### src/rtl/reg_write_sched.sv
// ---------------------------------------------------------------------------
// reg_write_sched
//
// Write-port scheduler that sits directly in front of the 3-bit register
// bank. Write requests (address + 3-bit data) arrive over a valid/ready
// handshake and are buffered in a small FIFO. At most one write per cycle is
// issued as a registered one-hot select, write strobe and write data, which
// fan out to every register in the bank. Stall holds issue, flush discards
// everything buffered, and a sticky flag records out-of-range requests.
//
// Parameters
//   NREG    number of registers in the bank (width of o_chosen)
//   ADDR_W  request address width, 2**ADDR_W >= NREG
//   DEPTH   FIFO entries, 1..8
//
// Ports
//   i_clk        rising-edge clock
//   i_rst_n      asynchronous reset, active low
//   i_req_valid  write request present
//   o_req_ready  scheduler can accept a request
//   i_req_addr   target register index
//   i_req_data   value to write
//   i_stall      bank not writable this cycle, hold issue
//   i_flush      discard all buffered requests
//   i_err_clr    clear the sticky error flag
//   o_chosen     one-hot register select (registered)
//   o_w_en       write strobe (registered)
//   o_w_data     write data (registered)
//   o_busy       FIFO non-empty or write strobe high
//   o_err        sticky out-of-range request flag
// ---------------------------------------------------------------------------
module reg_write_sched #(
    parameter int NREG   = 4,
    parameter int ADDR_W = 2,
    parameter int DEPTH  = 2
) (
    input  logic              i_clk,
    input  logic              i_rst_n,
    input  logic              i_req_valid,
    output logic              o_req_ready,
    input  logic [ADDR_W-1:0] i_req_addr,
    input  logic [2:0]        i_req_data,
    input  logic              i_stall,
    input  logic              i_flush,
    input  logic              i_err_clr,
    output logic [NREG-1:0]   o_chosen,
    output logic              o_w_en,
    output logic [2:0]        o_w_data,
    output logic              o_busy,
    output logic              o_err
);

    localparam int CNT_W = $clog2(DEPTH + 1);
    localparam int PTR_W = (DEPTH > 1) ? $clog2(DEPTH) : 1;

    localparam logic [CNT_W-1:0]  DEPTH_C  = CNT_W'(DEPTH);
    localparam logic [PTR_W-1:0]  LAST_PTR = PTR_W'(DEPTH - 1);
    localparam logic [ADDR_W:0]   NREG_C   = (ADDR_W + 1)'(NREG);

    typedef enum logic [1:0] {
        S_IDLE,
        S_ISSUE,
        S_STALLED
    } state_t;

    state_t            r_state;
    state_t            w_stateNext;

    logic [ADDR_W-1:0] r_addrMem [DEPTH];
    logic [2:0]        r_dataMem [DEPTH];
    logic [PTR_W-1:0]  r_wrPtr;
    logic [PTR_W-1:0]  r_rdPtr;
    logic [CNT_W-1:0]  r_count;
    logic [CNT_W-1:0]  w_countNext;

    logic [NREG-1:0]   r_chosen;
    logic [NREG-1:0]   w_chosenNext;
    logic [2:0]        r_wData;
    logic [2:0]        w_dataNext;
    logic              r_err;

    logic              w_accept;
    logic              w_inRange;
    logic              w_push;
    logic              w_pop;
    logic              w_notEmpty;

    // Ready never looks at a same-cycle pop: a full FIFO stays closed for
    // one cycle even while it drains.
    assign o_req_ready = i_rst_n & (r_count < DEPTH_C);

    assign w_accept   = i_req_valid & o_req_ready;
    assign w_inRange  = ({1'b0, i_req_addr} < NREG_C);
    assign w_notEmpty = (r_count != '0);

    // Flush wins over everything, including a push that lands on the same
    // edge; stall only blocks the pop side.
    assign w_push = w_accept & w_inRange & ~i_flush;
    assign w_pop  = w_notEmpty & ~i_stall & ~i_flush;

    always_comb begin
        w_countNext = r_count;
        if (i_flush) begin
            w_countNext = '0;
        end else if (w_push && !w_pop) begin
            w_countNext = r_count + CNT_W'(1);
        end else if (!w_push && w_pop) begin
            w_countNext = r_count - CNT_W'(1);
        end
    end

    // FIFO storage carries no reset: an entry is only read after it was
    // written, and count/pointers are what define validity.
    always_ff @(posedge i_clk) begin
        if (w_push) begin
            r_addrMem[r_wrPtr] <= i_req_addr;
            r_dataMem[r_wrPtr] <= i_req_data;
        end
    end

    always_ff @(posedge i_clk or negedge i_rst_n) begin
        if (!i_rst_n) begin
            r_wrPtr <= '0;
            r_rdPtr <= '0;
            r_count <= '0;
        end else begin
            r_count <= w_countNext;
            if (i_flush) begin
                r_wrPtr <= '0;
                r_rdPtr <= '0;
            end else begin
                if (w_push) begin
                    r_wrPtr <= (r_wrPtr == LAST_PTR) ? '0 : r_wrPtr + PTR_W'(1);
                end
                if (w_pop) begin
                    r_rdPtr <= (r_rdPtr == LAST_PTR) ? '0 : r_rdPtr + PTR_W'(1);
                end
            end
        end
    end

    // Issue decision. The select/strobe/data are computed here and
    // registered, so o_chosen is all-zero in every state except ISSUE.
    // w_data keeps its last issued value when nothing is issued.
    always_comb begin
        w_stateNext  = S_IDLE;
        w_chosenNext = '0;
        w_dataNext   = r_wData;
        if (i_flush) begin
            w_stateNext = S_IDLE;
        end else if (i_stall) begin
            w_stateNext = (w_countNext != '0) ? S_STALLED : S_IDLE;
        end else if (w_notEmpty) begin
            w_stateNext  = S_ISSUE;
            w_chosenNext = NREG'(1) << r_addrMem[r_rdPtr];
            w_dataNext   = r_dataMem[r_rdPtr];
        end
    end

    always_ff @(posedge i_clk or negedge i_rst_n) begin
        if (!i_rst_n) begin
            r_state  <= S_IDLE;
            r_chosen <= '0;
            r_wData  <= '0;
        end else begin
            r_state  <= w_stateNext;
            r_chosen <= w_chosenNext;
            r_wData  <= w_dataNext;
        end
    end

    // A dropped out-of-range request sets the flag even when a clear
    // arrives on the same edge.
    always_ff @(posedge i_clk or negedge i_rst_n) begin
        if (!i_rst_n) begin
            r_err <= 1'b0;
        end else if (w_accept && !w_inRange) begin
            r_err <= 1'b1;
        end else if (i_err_clr) begin
            r_err <= 1'b0;
        end
    end

    assign o_w_en    = (r_state == S_ISSUE);
    assign o_chosen  = r_chosen;
    assign o_w_data  = r_wData;
    assign o_err     = r_err;
    assign o_busy    = w_notEmpty | o_w_en;

endmodule

### config.mk
export PLATFORM = sky130hd
export DESIGN_NAME = reg_write_sched
export DESIGN_NICKNAME = d
export VERILOG_FILES = /design/src/rtl/reg_write_sched.sv
export SDC_FILE = /design/constraint.sdc
export NUM_CORES = 1
export LEC_CHECK = 0
export ABC_AREA = 1
export CAP_MARGIN = 20
export CORE_MARGIN = 1
export CORE_UTILIZATION = 51
export CTS_CLUSTER_DIAMETER = 30
export DETAILED_ROUTE_END_ITERATION = 10
export PLACE_DENSITY = 0.81
export RECOVER_POWER = 25
export SYNTH_ARGS = -nofsm -noshare
export SYNTH_HDL_FRONTEND = slang
export SYNTH_SLANG_ARGS = --single-unit
### constraint.sdc
create_clock -name i_clk -period 3.2 [get_ports i_clk]
set_input_delay 0.48 -clock i_clk [delete_from_list [all_inputs] [get_ports i_clk]]
set_output_delay 0.48 -clock i_clk [all_outputs]
set_load 0.005 [all_outputs]
==> flow_metrics.tcl <==
set metrics [dict create \
    max_cap_violations 0 \
    intPower_uw 448 \
    finalWirelength_um 1490 \
    cts-buffers-inserted 3 \
    finalWeightedCongestion 0.731 \
    cts.root.buffer_cell "clkbuf_4" \
    grt_first_pass_wirelength_um 2480 \
    core_um2 1760 \
    final_slew_violations 0 \
    tritoncts "built" \
    drtPass1Iterations 4 \
    leakagePower_nw 0.516 \
    total_switching_power_uw 155 \
    utilization 0.691 \
    fin_nets 120 \
    timing.critical_path.fanout_max 8 \
    p_per_area_nw_per_um2 494 \
    post_route_worst_setup_slack_ns 0.785 \
    synth_cell_type_count 25 \
    ff_latch_area_um2 626 \
    cts_num_sinks 23 \
    number_of_resized_instances_in_the_post_cts_repair_step 0 \
    die-height_um 45.6 \
    multi_input_area_um2 298 \
    achievable-frequency_ghz 0.414 \
    drt_drc_violations_left 0 \
    synth_warnings 0 \
    switching_share 0.257 \
    fillCellCount 148 \
    track_usage 0.172 \
    port_buffers 19 \
    postRouteAntennaNets 0 \
    detailedPlacementHpwl_um 1150 \
    place_worst_setup_slack_ns 0.828 \
    critPathArrivalTime_ns 1.93 \
    result_of_the_run "complete, no violations" \
    layout_min_cycle_time_ns 2.41 \
    clkPwrFrac 0.216 \
    postSynth.topFlopCell "dfrtp_1" \
    worstSkewPairLatency_ns 0.31 \
    seq_power_share 0.578 \
    proportion_of_netlist_area_held_by_the_largest_area_contributor 0.335 \
    area_growth_syn_to_layout_pct 25.6 \
    ios 22 \
    cts_stage_hold_buffer_count 0 \
    combPwrFrac 0.206 \
    synth_seq_cells 23 \
    criticalPathCategory "in -> out" \
    worst_setup_path_start_kind "input port" \
    antenna-diode-count 0 \
    initial_utilization 0.550 \
    synth_async_sr_flop_share 0.565 \
    globalRoute.totalOverflow 0 \
    chipWidth_um 45.6 \
    hold_path.class "in -> async" \
    initialDrtViolationCount 9 \
    number_of_cells_produced_by_synthesis 84 \
    grt_max_degree 14 \
    fraction_of_layout_instances_using_a_drive_strength_above_1 0.206 \
    postPlaceCellArea_um2 1190 \
    setup_viol 0 \
    synth_top_cells_by_area "dfrtp_1, edfxtp_1, nor2_1" \
    cts_max_path_buffers 2 \
    grt_pass1_vias 583 \
    cts.htree.levels 1 \
    setup_tns_ns 0 \
    fin_worst_skew_ns 0.00865 \
    synth_top_area_cell "dfrtp_1" \
    power_uw 602 \
    design.die.area_um2 2080 \
    postCtsSetupRepairBufs 0 \
    grt_setup_unrepaired "false" \
    worst_setup_path_end_kind "primary output" \
    synth_edf_count 10 \
    timing.critical_path.required_ns 2.72 \
    routed-via-count 625 \
    syn-mean-instance-area_um2 11.6 \
    routed_via_density 4.73 \
    syn_nets 96 \
    vdd_drop_max_mv 0.378 \
    worst_setup_hold_path_clk_slew_ns 0.12 \
    antenna_found_initial 0 \
    crit_share_post_route 0.755 \
    syn-cell-area_um2 971 \
    hold_viol_final 0 \
    most_frequent_cells_in_the_layout "nor2_1, clkdlybuf4s50_1, dfrtp_1, edfxtp_1, nand2_1" \
    finish.instance_area_um2 1220 \
    post_drt_wl_per_cell_um 11.3 \
    row_count 15 \
    yosysSeqAreaShare 0.644 \
]
-- logic make-up (layout without fill, tap and decap cells) --
kind of cell,Yosys count,count (layout),share of synthesized area
AOI/OAI and AO/OA,8,8,0.0541
xor gates and xnor gates,1,1,0.00902
adders and majority gates,1,1,0.0129
buffers and inverters,11,34,0.0490
DFF,23,23,0.644
muxes,1,1,0.0103
other,1,1,0.00386
and+or+nand+nor,38,38,0.216
-- through the flow --
stage	cells	hold WS (ns)
5_1_grt	132	0.545
3_5_place_dp	128	0.525
3_3_place_gp	128	0.504
4_1_cts	132	0.456
2_1_floorplan	84	0.184
6_report	132	0.518
-- Yosys cell counts, types with 2 or more instances --
library cell / n
or2_1: 2
a31oi_1: 4
inv_2: 4
nand2_1: 9
edfxtp_1: 10
nor2_1: 13
nand2_4: 2
nand3_1: 3
nand2_2: 4
o21ai_0: 2
inv_1: 5
dfrtp_1: 13
-- per-layer routing --
| layer | part of all wire | vias up | track usage |
|---|---|---|---|
| met2 | 0.51 | 14 | 0.291 |
| met5 | 0 | - | 0 |
| met4 | 0.010 | 0 | 0.0727 |
| met3 | 0.035 | 2 | 0.0238 |
| li1 | - | 322 | - |
| met1 | 0.44 | 287 | 0.220 |
-- critical path, cell delays in order --
cell	delay, ns
dlygate4sd3_1	0.79
inv_1	0.07
nor2_1	0.09
clkdlybuf4s50_1	0.50
-- path summary, 6_finish.rpt --
path | from | endpoint | slack, ns | depth (start not counted)
setup / recovery | i_rst_n | o_req_ready | 0.79 | 4
hold / removal | i_rst_n | r_wrPtr | 0.52 | 1
setup reg to reg | r_count[1] | r_dataMem[0][0] | 1.70 | 5
hold reg to reg | r_dataMem[1][2] | o_w_data[2] | 0.53 | 2
max in group asynchronous | i_rst_n | o_chosen[0] | 2.22 | 2
min in group i_clk | r_dataMem[1][2] | o_w_data[2] | 0.53 | 2
-- power by group through the flow --
stage                     clock (mW)  combinational [mW]  sequential (mW)
after floorplan                    0              0.0587            0.354
after global placement             0               0.123            0.354
after detailed placement           0               0.126            0.355
after CTS                      0.133               0.127            0.349
after global routing           0.140               0.139            0.351
final                          0.130               0.124            0.348
-- flip-flops by register name (all words and copies together) (netlist names) --
name and cells:
o_w_data 3, r_state 2, r_dataMem 6, r_wrPtr 1
r_count 2, r_rdPtr 1, o_chosen 4, r_addrMem 4
-- layout make-up --
cell class                 instances  area share
sequential                        23       0.513
multi-input combinational         50       0.244
timing repair buffer              20       0.162
inverter                          10      0.0328
tap                               25      0.0256
clock buffer                       3      0.0185
clock inverter                     1     0.00410
No activity file was read; power rests on OpenSTA's default activity.
